$ cat src/rtl/tdm_demux_4ch_pkg.sv
// Shared constants and state encoding for the 4-channel TDM demultiplexer.
package tdm_demux_4ch_pkg;
   localparam int NUM_CH = 4;
   localparam int SLOT_W = 2;
   typedef enum logic [0:0] {HUNT = 1'b0, LOCKED = 1'b1} state_t;
endpackage

$ cat src/rtl/tdm_demux_4ch_if.sv
// Stream-in / frame-out bundle for tdm_demux_4ch; master drives samples, slave is the demux.
interface tdm_demux_4ch_if #(parameter int WIDTH = 1);
   import tdm_demux_4ch_pkg::*;
   logic [WIDTH-1:0]  din;
   logic              din_valid;
   logic              frame_sync;
   logic [WIDTH-1:0]  y0;
   logic [WIDTH-1:0]  y1;
   logic [WIDTH-1:0]  y2;
   logic [WIDTH-1:0]  y3;
   logic              out_valid;
   logic [SLOT_W-1:0] sel;
   logic              locked;
   logic              sync_err;

   modport master (output din, din_valid, frame_sync,
                   input  y0, y1, y2, y3, out_valid, sel, locked, sync_err);
   modport slave  (input  din, din_valid, frame_sync,
                   output y0, y1, y2, y3, out_valid, sel, locked, sync_err);
endinterface

$ cat src/rtl/tdm_demux_4ch_slot.sv
// Slot index counter: clear beats load-1, load-1 beats increment; wraps naturally 3 -> 0.
module tdm_slot_counter
   import tdm_demux_4ch_pkg::*;
(
   input  logic              clk,
   input  logic              rst,
   input  logic              clr,
   input  logic              load1,
   input  logic              inc,
   output logic [SLOT_W-1:0] sel
);
   always_ff @(posedge clk) begin
      if (rst || clr)
         sel <= '0;
      else if (load1)
         sel <= SLOT_W'(1);
      else if (inc)
         sel <= sel + 1'b1;
   end
endmodule

$ cat src/rtl/tdm_demux_4ch.sv
// 4:1 TDM demultiplexer: collects four accepted samples per frame_sync-aligned frame
// and publishes them together on y0..y3 with a one-cycle out_valid.
//
//   state  | meaning
//   HUNT   | waiting for a frame_sync beat; non-sync beats are dropped
//   LOCKED | collecting slots 1..3, checking sync alignment at every slot 0
module tdm_demux_4ch
   import tdm_demux_4ch_pkg::*;
#(
   parameter int WIDTH = 1
) (
   input  logic         clk,
   input  logic         rst,
   tdm_demux_4ch_if.slave bus
);
   localparam logic [0:0]        ST_HUNT   = 1'(HUNT);
   localparam logic [0:0]        ST_LOCKED = 1'(LOCKED);
   localparam logic [SLOT_W-1:0] LAST_SLOT = SLOT_W'(NUM_CH - 1);

   logic [0:0]        state;
   logic [SLOT_W-1:0] sel;
   logic [WIDTH-1:0]  stg0, stg1, stg2;
   logic              is_locked;
   logic              cnt_clr, cnt_load1, cnt_inc;

   assign is_locked = (state == ST_LOCKED);
   assign cnt_load1 = bus.din_valid &  bus.frame_sync;
   assign cnt_clr   = bus.din_valid & ~bus.frame_sync & is_locked & (sel == '0);
   assign cnt_inc   = bus.din_valid & ~bus.frame_sync & is_locked & (sel != '0);

   tdm_slot_counter u_slot (
      .clk   (clk),
      .rst   (rst),
      .clr   (cnt_clr),
      .load1 (cnt_load1),
      .inc   (cnt_inc),
      .sel   (sel)
   );

   assign bus.sel    = sel;
   assign bus.locked = is_locked;

   always_ff @(posedge clk) begin
      if (rst) begin
         state         <= ST_HUNT;
         stg0          <= '0;
         stg1          <= '0;
         stg2          <= '0;
         bus.y0        <= '0;
         bus.y1        <= '0;
         bus.y2        <= '0;
         bus.y3        <= '0;
         bus.out_valid <= 1'b0;
         bus.sync_err  <= 1'b0;
      end else begin
         bus.out_valid <= 1'b0;
         bus.sync_err  <= 1'b0;
         if (bus.din_valid) begin
            if (bus.frame_sync) begin
               // A sync mid-frame restarts the frame; stale staging is overwritten before use.
               stg0  <= bus.din;
               state <= ST_LOCKED;
               if (is_locked && sel != '0)
                  bus.sync_err <= 1'b1;
            end else if (is_locked) begin
               case (sel)
                  2'd0: begin
                     bus.sync_err <= 1'b1;
                     state        <= ST_HUNT;
                  end
                  2'd1: stg1 <= bus.din;
                  2'd2: stg2 <= bus.din;
                  LAST_SLOT: begin
                     bus.y0        <= stg0;
                     bus.y1        <= stg1;
                     bus.y2        <= stg2;
                     bus.y3        <= bus.din;
                     bus.out_valid <= 1'b1;
                  end
                  default: ;
               endcase
            end
         end
      end
   end
endmodule

$ cat src/flat_wrapper.sv
// flat-port wrapper written by rule: the top's interface ports become plain ports
module tdm_demux_4ch_flat import tdm_demux_4ch_pkg::*;
#(
   parameter int WIDTH = 1
)
  (clk, rst, bus_din, bus_din_valid, bus_frame_sync, bus_y0, bus_y1, bus_y2, bus_y3, bus_out_valid, bus_sel, bus_locked, bus_sync_err);
  tdm_demux_4ch_if #(.WIDTH(WIDTH)) bus_i ();
  input  logic clk;
  input  logic rst;
  input wire logic [$bits(bus_i.din)-1:0] bus_din;
  input wire logic [$bits(bus_i.din_valid)-1:0] bus_din_valid;
  input wire logic [$bits(bus_i.frame_sync)-1:0] bus_frame_sync;
  output wire logic [$bits(bus_i.y0)-1:0] bus_y0;
  output wire logic [$bits(bus_i.y1)-1:0] bus_y1;
  output wire logic [$bits(bus_i.y2)-1:0] bus_y2;
  output wire logic [$bits(bus_i.y3)-1:0] bus_y3;
  output wire logic [$bits(bus_i.out_valid)-1:0] bus_out_valid;
  output wire logic [$bits(bus_i.sel)-1:0] bus_sel;
  output wire logic [$bits(bus_i.locked)-1:0] bus_locked;
  output wire logic [$bits(bus_i.sync_err)-1:0] bus_sync_err;
  assign bus_i.din = bus_din;
  assign bus_i.din_valid = bus_din_valid;
  assign bus_i.frame_sync = bus_frame_sync;
  assign bus_y0 = bus_i.y0;
  assign bus_y1 = bus_i.y1;
  assign bus_y2 = bus_i.y2;
  assign bus_y3 = bus_i.y3;
  assign bus_out_valid = bus_i.out_valid;
  assign bus_sel = bus_i.sel;
  assign bus_locked = bus_i.locked;
  assign bus_sync_err = bus_i.sync_err;
  tdm_demux_4ch #(.WIDTH(WIDTH)) u_core (.clk(clk), .rst(rst), .bus(bus_i));
endmodule
$ cat config.mk
export PLATFORM = sky130hd
export DESIGN_NAME = tdm_demux_4ch_flat
export DESIGN_NICKNAME = d
export VERILOG_FILES = /design/src/rtl/tdm_demux_4ch_pkg.sv /design/src/rtl/tdm_demux_4ch_if.sv /design/src/rtl/tdm_demux_4ch_slot.sv /design/src/rtl/tdm_demux_4ch.sv /design/src/flat_wrapper.sv
export SDC_FILE = /design/constraint.sdc
export NUM_CORES = 1
export LEC_CHECK = 0
export CAP_MARGIN = 30
export CORE_AREA = 5 5 42 44
export CTS_CLUSTER_SIZE = 25
export DETAILED_ROUTE_END_ITERATION = 16
export DIE_AREA = 0 0 47 49
export GPL_TIMING_DRIVEN = 0
export PLACE_DENSITY = 0.68
export SYNTH_ARGS = -nofsm -noshare
export SYNTH_HDL_FRONTEND = slang
export SYNTH_HIERARCHICAL = 1
export SYNTH_SLANG_ARGS = --single-unit
$ cat constraint.sdc
create_clock -name clk -period 2.3 [get_ports clk]
set_input_delay 0.345 -clock clk [delete_from_list [all_inputs] [get_ports clk]]
set_output_delay 0.345 -clock clk [all_outputs]
set_load 0.01 [all_outputs]
==> out/summary.txt, run 1 <==
Run status -> finished clean
Starting Density -> 0.384
R2r worst-path depth -> 4
Clock skew -> 0.00294 ns
Fin crit period -> 1.70 ns
Total power -> 0.374 mW
Placed insts -> 81
Leak -> 0.249 nW
Worst-path clk slew -> 0.07 ns
WL/cell -> 10.8 um
DRT iter0 DRCs -> 5
Antenna cell count -> 0
Synth warn -> 6
Startpoint type of the worst setup path -> flop
Crit path capture type -> output port
PostCTS Resize Cnt -> 0
Die area -> 2300 um^2
Num ports -> 14
Average size of a mapped cell -> 10.3 um^2
CTS Sinks -> 12
Tightest Hold Check Type -> flop to flop
Commonest non-fill, non-tap cell in the layout -> clkdlybuf4s50_1
Layout overhead on the synthesized area -> 32.1%
Crit Reg-Reg Endpoint -> u_core/u_slot/sel[1]$_SDFFE_PP0P_
Final setup fails -> 0
FF+latch count, synth -> 12
Postcts setup bufs -> 0
Total core area -> 1400 um^2
Vias in the first global route -> 421
Most frequent cells in the layout -> 13 x clkdlybuf4s50_1, 12 x dfxtp_1, 8 x nand2b_1
Fmax -> 588 MHz
Final ANT Viol Nets -> 0
Crit path DAT -> 1.36 ns
Post-Synthesis Cells -> 52
Vias post-DR -> 403
TritonRoute pass-1 iters -> 4
Setup crit end -> bus_sel[0]
Number of hold buffers added after CTS -> 0
P per Cell Area -> 527 nW/um^2
Final hold vios -> 0
CP Data Required Time -> 1.96 ns
DRC -> 0
RSZ-0062 raised after global routing -> no
Worst setup path start -> u_core/u_slot/sel[0]$_SDFFE_PP0P_
CTS Buffer Depth -> 2
Die Height -> 49 um
Tightest Pin Transition -> 0.345 ns
Mapped Area -> 538 um^2
Worst-path cell chain -> clkdlybuf4s50_1
WS Path Type -> flop to output port
Final net count -> 75
Slowest stage delay, CP -> 0.60 ns
GP Congestion -> 0.639
Root Buffer -> clkbuf_4
Max Cap Viol -> 0
Total gr overflow -> 0
Aggregate routed wire length -> 903 um
Horiz. Die Dim -> 47 um
Syn nets -> 57
H-tree levels -> 1
Max-slew headroom -> 0.770
Synth unique cells -> 20
Crit path max-delay cell type -> clkdlybuf4s50_1
Vias per inst -> 4.80
CTS tree -> built
Critical path depth -> 1
Final cycle utilization of the critical path -> 0.740
Hold Path Stages -> 2
Peak supply drop -> 0.283 mV
Setup TNS -> 0 ns
Crit-path max FO -> 9
Crit path max-delay family -> buffers and inverters
Largest net degree at the start of global routing -> 11
Num CTS Buffers -> 3
Share of cells above drive strength 1 -> 0.132
Initial antenna violation count -> 0
DPL Wire Length -> 676 um
Port bufs -> 13
Flop2flop setup slack -> 0.88 ns
First-pass GRT wire length -> 1700 um
Worst reg2reg path startpoint -> u_core/u_slot/sel[0]$_SDFFE_PP0P_
Register area share after synthesis -> 0.447
Core Rows -> 14
Post-route insts no fill -> 84
Overall Global Routing Usage -> 0.101
Fin. max-slew vios -> 0
Buffers & Inverters on Critical Path -> 1
Insertion delay to the later sink of the worst-skew pair -> 0.26 ns
==> worst reg2reg max path, stage by stage (launching register included) <==
cell and delay, ns:
dfxtp_1 0.50, nor2_1 0.14, nor2_1 0.23, nand3b_1 0.12, a2111oi_2 0.34
==> synthesized netlist by cell type <==
library cell,instances,area share
o21a_1,1,0.014
nor3b_2,2,0.047
nand3_1,1,0.0093
nand2_1,4,0.028
nand2b_1,8,0.093
a21oi_1,2,0.019
xnor2_1,1,0.016
a21bo_2,1,0.019
inv_1,1,0.0070
nor3_1,3,0.028
nand3b_4,1,0.037
dfxtp_1,12,0.45
mux2i_1,6,0.11
a2111oi_2,1,0.028
nor2_4,1,0.021
nand3b_1,1,0.014
nor2_1,3,0.021
xor2_1,1,0.016
clkbuf_1,1,0.0070
a21bo_1,1,0.019
==> flip-flops by register name, summed over array words and instances (netlist names) <==
name / cells
u_core/bus.locked: 1
u_core/bus.out_valid: 1
u_core/bus.sync_err: 1
u_core/bus.y0: 1
u_core/bus.y1: 1
u_core/bus.y2: 1
u_core/bus.y3: 1
u_core/stg0: 1
u_core/stg1: 1
u_core/stg2: 1
u_core/u_slot/sel: 2
==> metal layers <==
layer  vias to the layer above  part of all wire  GRT usage
li1                        215                 -          -
met1                       180              0.47      0.131
met2                         8              0.48      0.143
met3                         0             0.050     0.0221
met4                         0                 0     0.0691
met5                         -                 0          0
==> cell type report <==
class	count	area (um^2)
Buffer	1	3.75
Multi-Input combinational cell	38	290
Timing Repair Buffer	13	130
Tap cell	16	20.0
Sequential cell	12	240
Inverter	1	3.75
Fill cell	135	691
Clock buffer	3	22.5
==> power breakdown <==
group	switching, mW	internal (mW)	leakage [nW]	total, mW
Clock	0.0613	0.0604	0.0138	0.122
Sequential	0.00511	0.211	0.0972	0.216
Combinational	0.0160	0.0204	0.138	0.0363
==> logic make-up after synthesis <==
logic type             share of synthesized area
AO/OA/AOI/OAI                             0.0977
XOR/XNOR                                  0.0326
buffers and inverters                     0.0139
flip-flops                                 0.447
multiplexers                               0.112
AND/OR/NAND/NOR                            0.298
==> worst min-delay path by stage <==
stage	startpoint	end	slack [ns]
global route	u_core/bus.y1$_SDFFE_PP0P_	u_core/bus.y1$_SDFFE_PP0P_	0.51
CTS	u_core/stg0$_SDFFE_PP0P_	u_core/stg0$_SDFFE_PP0P_	0.46
floorplan	rst	u_core/u_slot/sel[1]$_SDFFE_PP0P_	0.42
global placement	u_core/stg0$_SDFFE_PP0P_	u_core/stg0$_SDFFE_PP0P_	0.45
detailed placement	u_core/stg0$_SDFFE_PP0P_	u_core/stg0$_SDFFE_PP0P_	0.45
finish	u_core/stg0$_SDFFE_PP0P_	u_core/stg0$_SDFFE_PP0P_	0.46
==> through the flow <==
stage	hold WS, ns	area (um^2)	utilization	setup slack [ns]
final	0.458	711	0.507	0.598
after global routing	0.511	711	0.507	0.513
after CTS	0.461	711	0.507	0.578
after detailed placement	0.452	688	0.491	0.381
after global placement	0.449	688	0.491	0.402
after floorplan	0.421	538	-	0.969
(Power assumes the default switching activity.)
==> run 2: changes to the inputs <==
==> constraint.sdc (replaced) <==
create_clock -name clk -period 1.6 [get_ports clk]
set_input_delay 0.24 -clock clk [delete_from_list [all_inputs] [get_ports clk]]
set_output_delay 0.24 -clock clk [all_outputs]
set_load 0.01 [all_outputs]
==> run 2 against run 1 <==
  * Via count shrank 0.25%
  * Cell count stayed put
  * Clock skew barely moved
  * Routed wire length increased by 0.22%
  * Worst setup slack got worse by 0.49 ns
  * Sequential share of layout area increased by 0.11 points
  * Utilization grew 0.36 points
  * Design area up 0.70%
  * Clock-buffer cell count did not move
  * Combinational power is 45% higher
  * Global-route usage did not move
  * Critical endpoint is now bus_locked
  * Largest cell class unchanged
  * Highest routed layer unchanged
==> out/summary.txt, run 2 (synthesized netlist as in run 1, its figures left out) <==
Final setup fails -> 0 (unchanged)
Final hold vios -> 0 (unchanged)
Vias in the first global route -> 421 (unchanged)
Layout overhead on the synthesized area -> 33.0% (was 32.1%)
PnR worst setup slack -> 0.112 ns (was 0.598 ns)
WS Path Type -> flop to output port (unchanged)
Peak supply drop -> 0.409 mV (was 0.283 mV)
Placed insts -> 81 (unchanged)
Fin crit period -> 1.49 ns
Tightest Hold Check Type -> flop to flop (unchanged)
CP Data Required Time -> 1.36 ns (was 1.96 ns)
Total core area -> 1400 um^2 (unchanged)
CTS Sinks -> 12 (unchanged)
Number of hold buffers added after CTS -> 0 (unchanged)
Antenna cell count -> 0 (unchanged)
Num CTS Buffers -> 3 (unchanged)
Core Rows -> 14 (unchanged)
Port bufs -> 13 (unchanged)
DR top layer -> met3 (unchanged)
Final cycle utilization of the critical path -> 0.930
P per Cell Area -> 754 nW/um^2 (was 527 nW/um^2)
Crit path capture type -> output port (unchanged)
RSZ-0062 raised after global routing -> no (unchanged)
Overall Global Routing Usage -> 0.101 (unchanged)
Total gr overflow -> 0 (unchanged)
Most frequent cells in the layout -> 13 x clkdlybuf4s50_1, 10 x dfxtp_1, 8 x nand2b_1 (was 13 x clkdlybuf4s50_1, 12 x dfxtp_1, 8 x nand2b_1)
Final ANT Viol Nets -> 0 (unchanged)
Max reg flops -> 2 (unchanged)
Largest net degree at the start of global routing -> 11 (unchanged)
Initial antenna violation count -> 0 (unchanged)
Die Height -> 49 um (unchanged)
Startpoint type of the worst setup path -> flop (unchanged)
Fin. max-slew vios -> 0 (unchanged)
Crit path max-delay cell type -> clkdlybuf4s50_1 (unchanged)
Worst slack, placed -> -0.214 ns (was 0.381 ns)
Vias post-DR -> 402 (was 403)
Tightest Pin Transition -> 0.346 ns (was 0.345 ns)
Die area -> 2300 um^2 (unchanged)
Max-slew headroom -> 0.769 (was 0.770)
WL/cell -> 10.8 um (about the same)
CTS tree -> built (unchanged)
Leak -> 0.250 nW (was 0.249 nW)
Post-route insts no fill -> 84 (unchanged)
Vias per inst -> 4.79 (was 4.80)
Crit path max-delay family -> buffers and inverters (unchanged)
Horiz. Die Dim -> 47 um (unchanged)
TritonRoute pass-1 iters -> 4 (unchanged)
Fmax -> 672 MHz
DRC -> 0 (unchanged)
Share of cells above drive strength 1 -> 0.176 (was 0.132)
Run status -> finished clean (unchanged)
Commonest non-fill, non-tap cell in the layout -> clkdlybuf4s50_1 (unchanged)
Slowest stage delay, CP -> 0.57 ns (was 0.60 ns)
Insertion delay to the later sink of the worst-skew pair -> 0.26 ns (about the same)
Worst-path cell chain -> clkdlybuf4s50_1 (unchanged)
Top reg by flops -> u_core/u_slot/sel (unchanged)
Setup TNS -> 0 ns (unchanged)
Max Cap Viol -> 0 (unchanged)
WL met3 -> 45 um (unchanged)
DPL Wire Length -> 676 um (unchanged)
Buffers & Inverters on Critical Path -> 1 (unchanged)
Met2 WL -> 434 um (was 430 um)
DRT iter0 DRCs -> 4 (was 5)
First-pass GRT wire length -> 1700 um (unchanged)
Clock skew -> 0.00338 ns (was 0.00294 ns)
Final net count -> 75 (unchanged)
Worst-path clk slew -> 0.07 ns (about the same)
Starting Density -> 0.384 (unchanged)
Num ports -> 14 (unchanged)
Root Buffer -> clkbuf_4 (unchanged)
H-tree levels -> 1 (unchanged)
GP Congestion -> 0.639 (unchanged)
Crit-path max FO -> 4 (was 9)
Crit path DAT -> 1.25 ns (was 1.36 ns)
Aggregate routed wire length -> 905 um (was 903 um)
DRT met1 WL -> 425 um (was 428 um)
CTS Buffer Depth -> 2 (unchanged)
run 2: repair_timing:
item,in CTS,in global routing
buffers inserted,0,0
resized for setup,1,2
endpoints found under the setup margin,1,2
pin swaps,0,0
run 2: path summary, 6_finish.rpt:
kind                                   from  slack (ns)                                 to  cells past startpoint
max          u_core/bus.locked$_SDFFE_PP0P_        0.11                         bus_locked                      1
min                u_core/stg0$_SDFFE_PP0P_        0.46           u_core/stg0$_SDFFE_PP0P_                      2
max reg2reg  u_core/bus.locked$_SDFFE_PP0P_        0.30  u_core/u_slot/sel[1]$_SDFFE_PP0P_                      4
min reg2reg        u_core/stg0$_SDFFE_PP0P_        0.46           u_core/stg0$_SDFFE_PP0P_                      2
run 2: cell type report:
type                    count  area [um^2]
clock buffers               3         22.5
multi-input cells          38          293
plain buffers               1         3.75
inverters                   1         3.75
flip-flops and latches     12          243
well taps                  16         20.0
repair buffers             13          130
fillers                   137          686
run 2: stage by stage:
step	area [um^2]	hold WS (ns)	power, mW	util
2_1_floorplan	538	0.316	0.344	-
3_3_place_gp	688	0.449	0.370	0.491
3_5_place_dp	688	0.452	0.370	0.491
4_1_cts	712	0.461	0.551	0.508
5_1_grt	716	0.511	0.570	0.511
6_report	716	0.458	0.540	0.511
run 2: routing by layer:
metal | GRT usage | vias to the layer above
met5 | 0 | -
met4 | 0.0691 | 0
met3 | 0.0221 | 0
met2 | 0.143 | 8
met1 | 0.131 | 180
li1 | - | 214
run 2: power breakdown:
group,switching [mW],internal [mW]
sequential,0.00740,0.304
combinational,0.0235,0.0294
clock,0.0886,0.0869
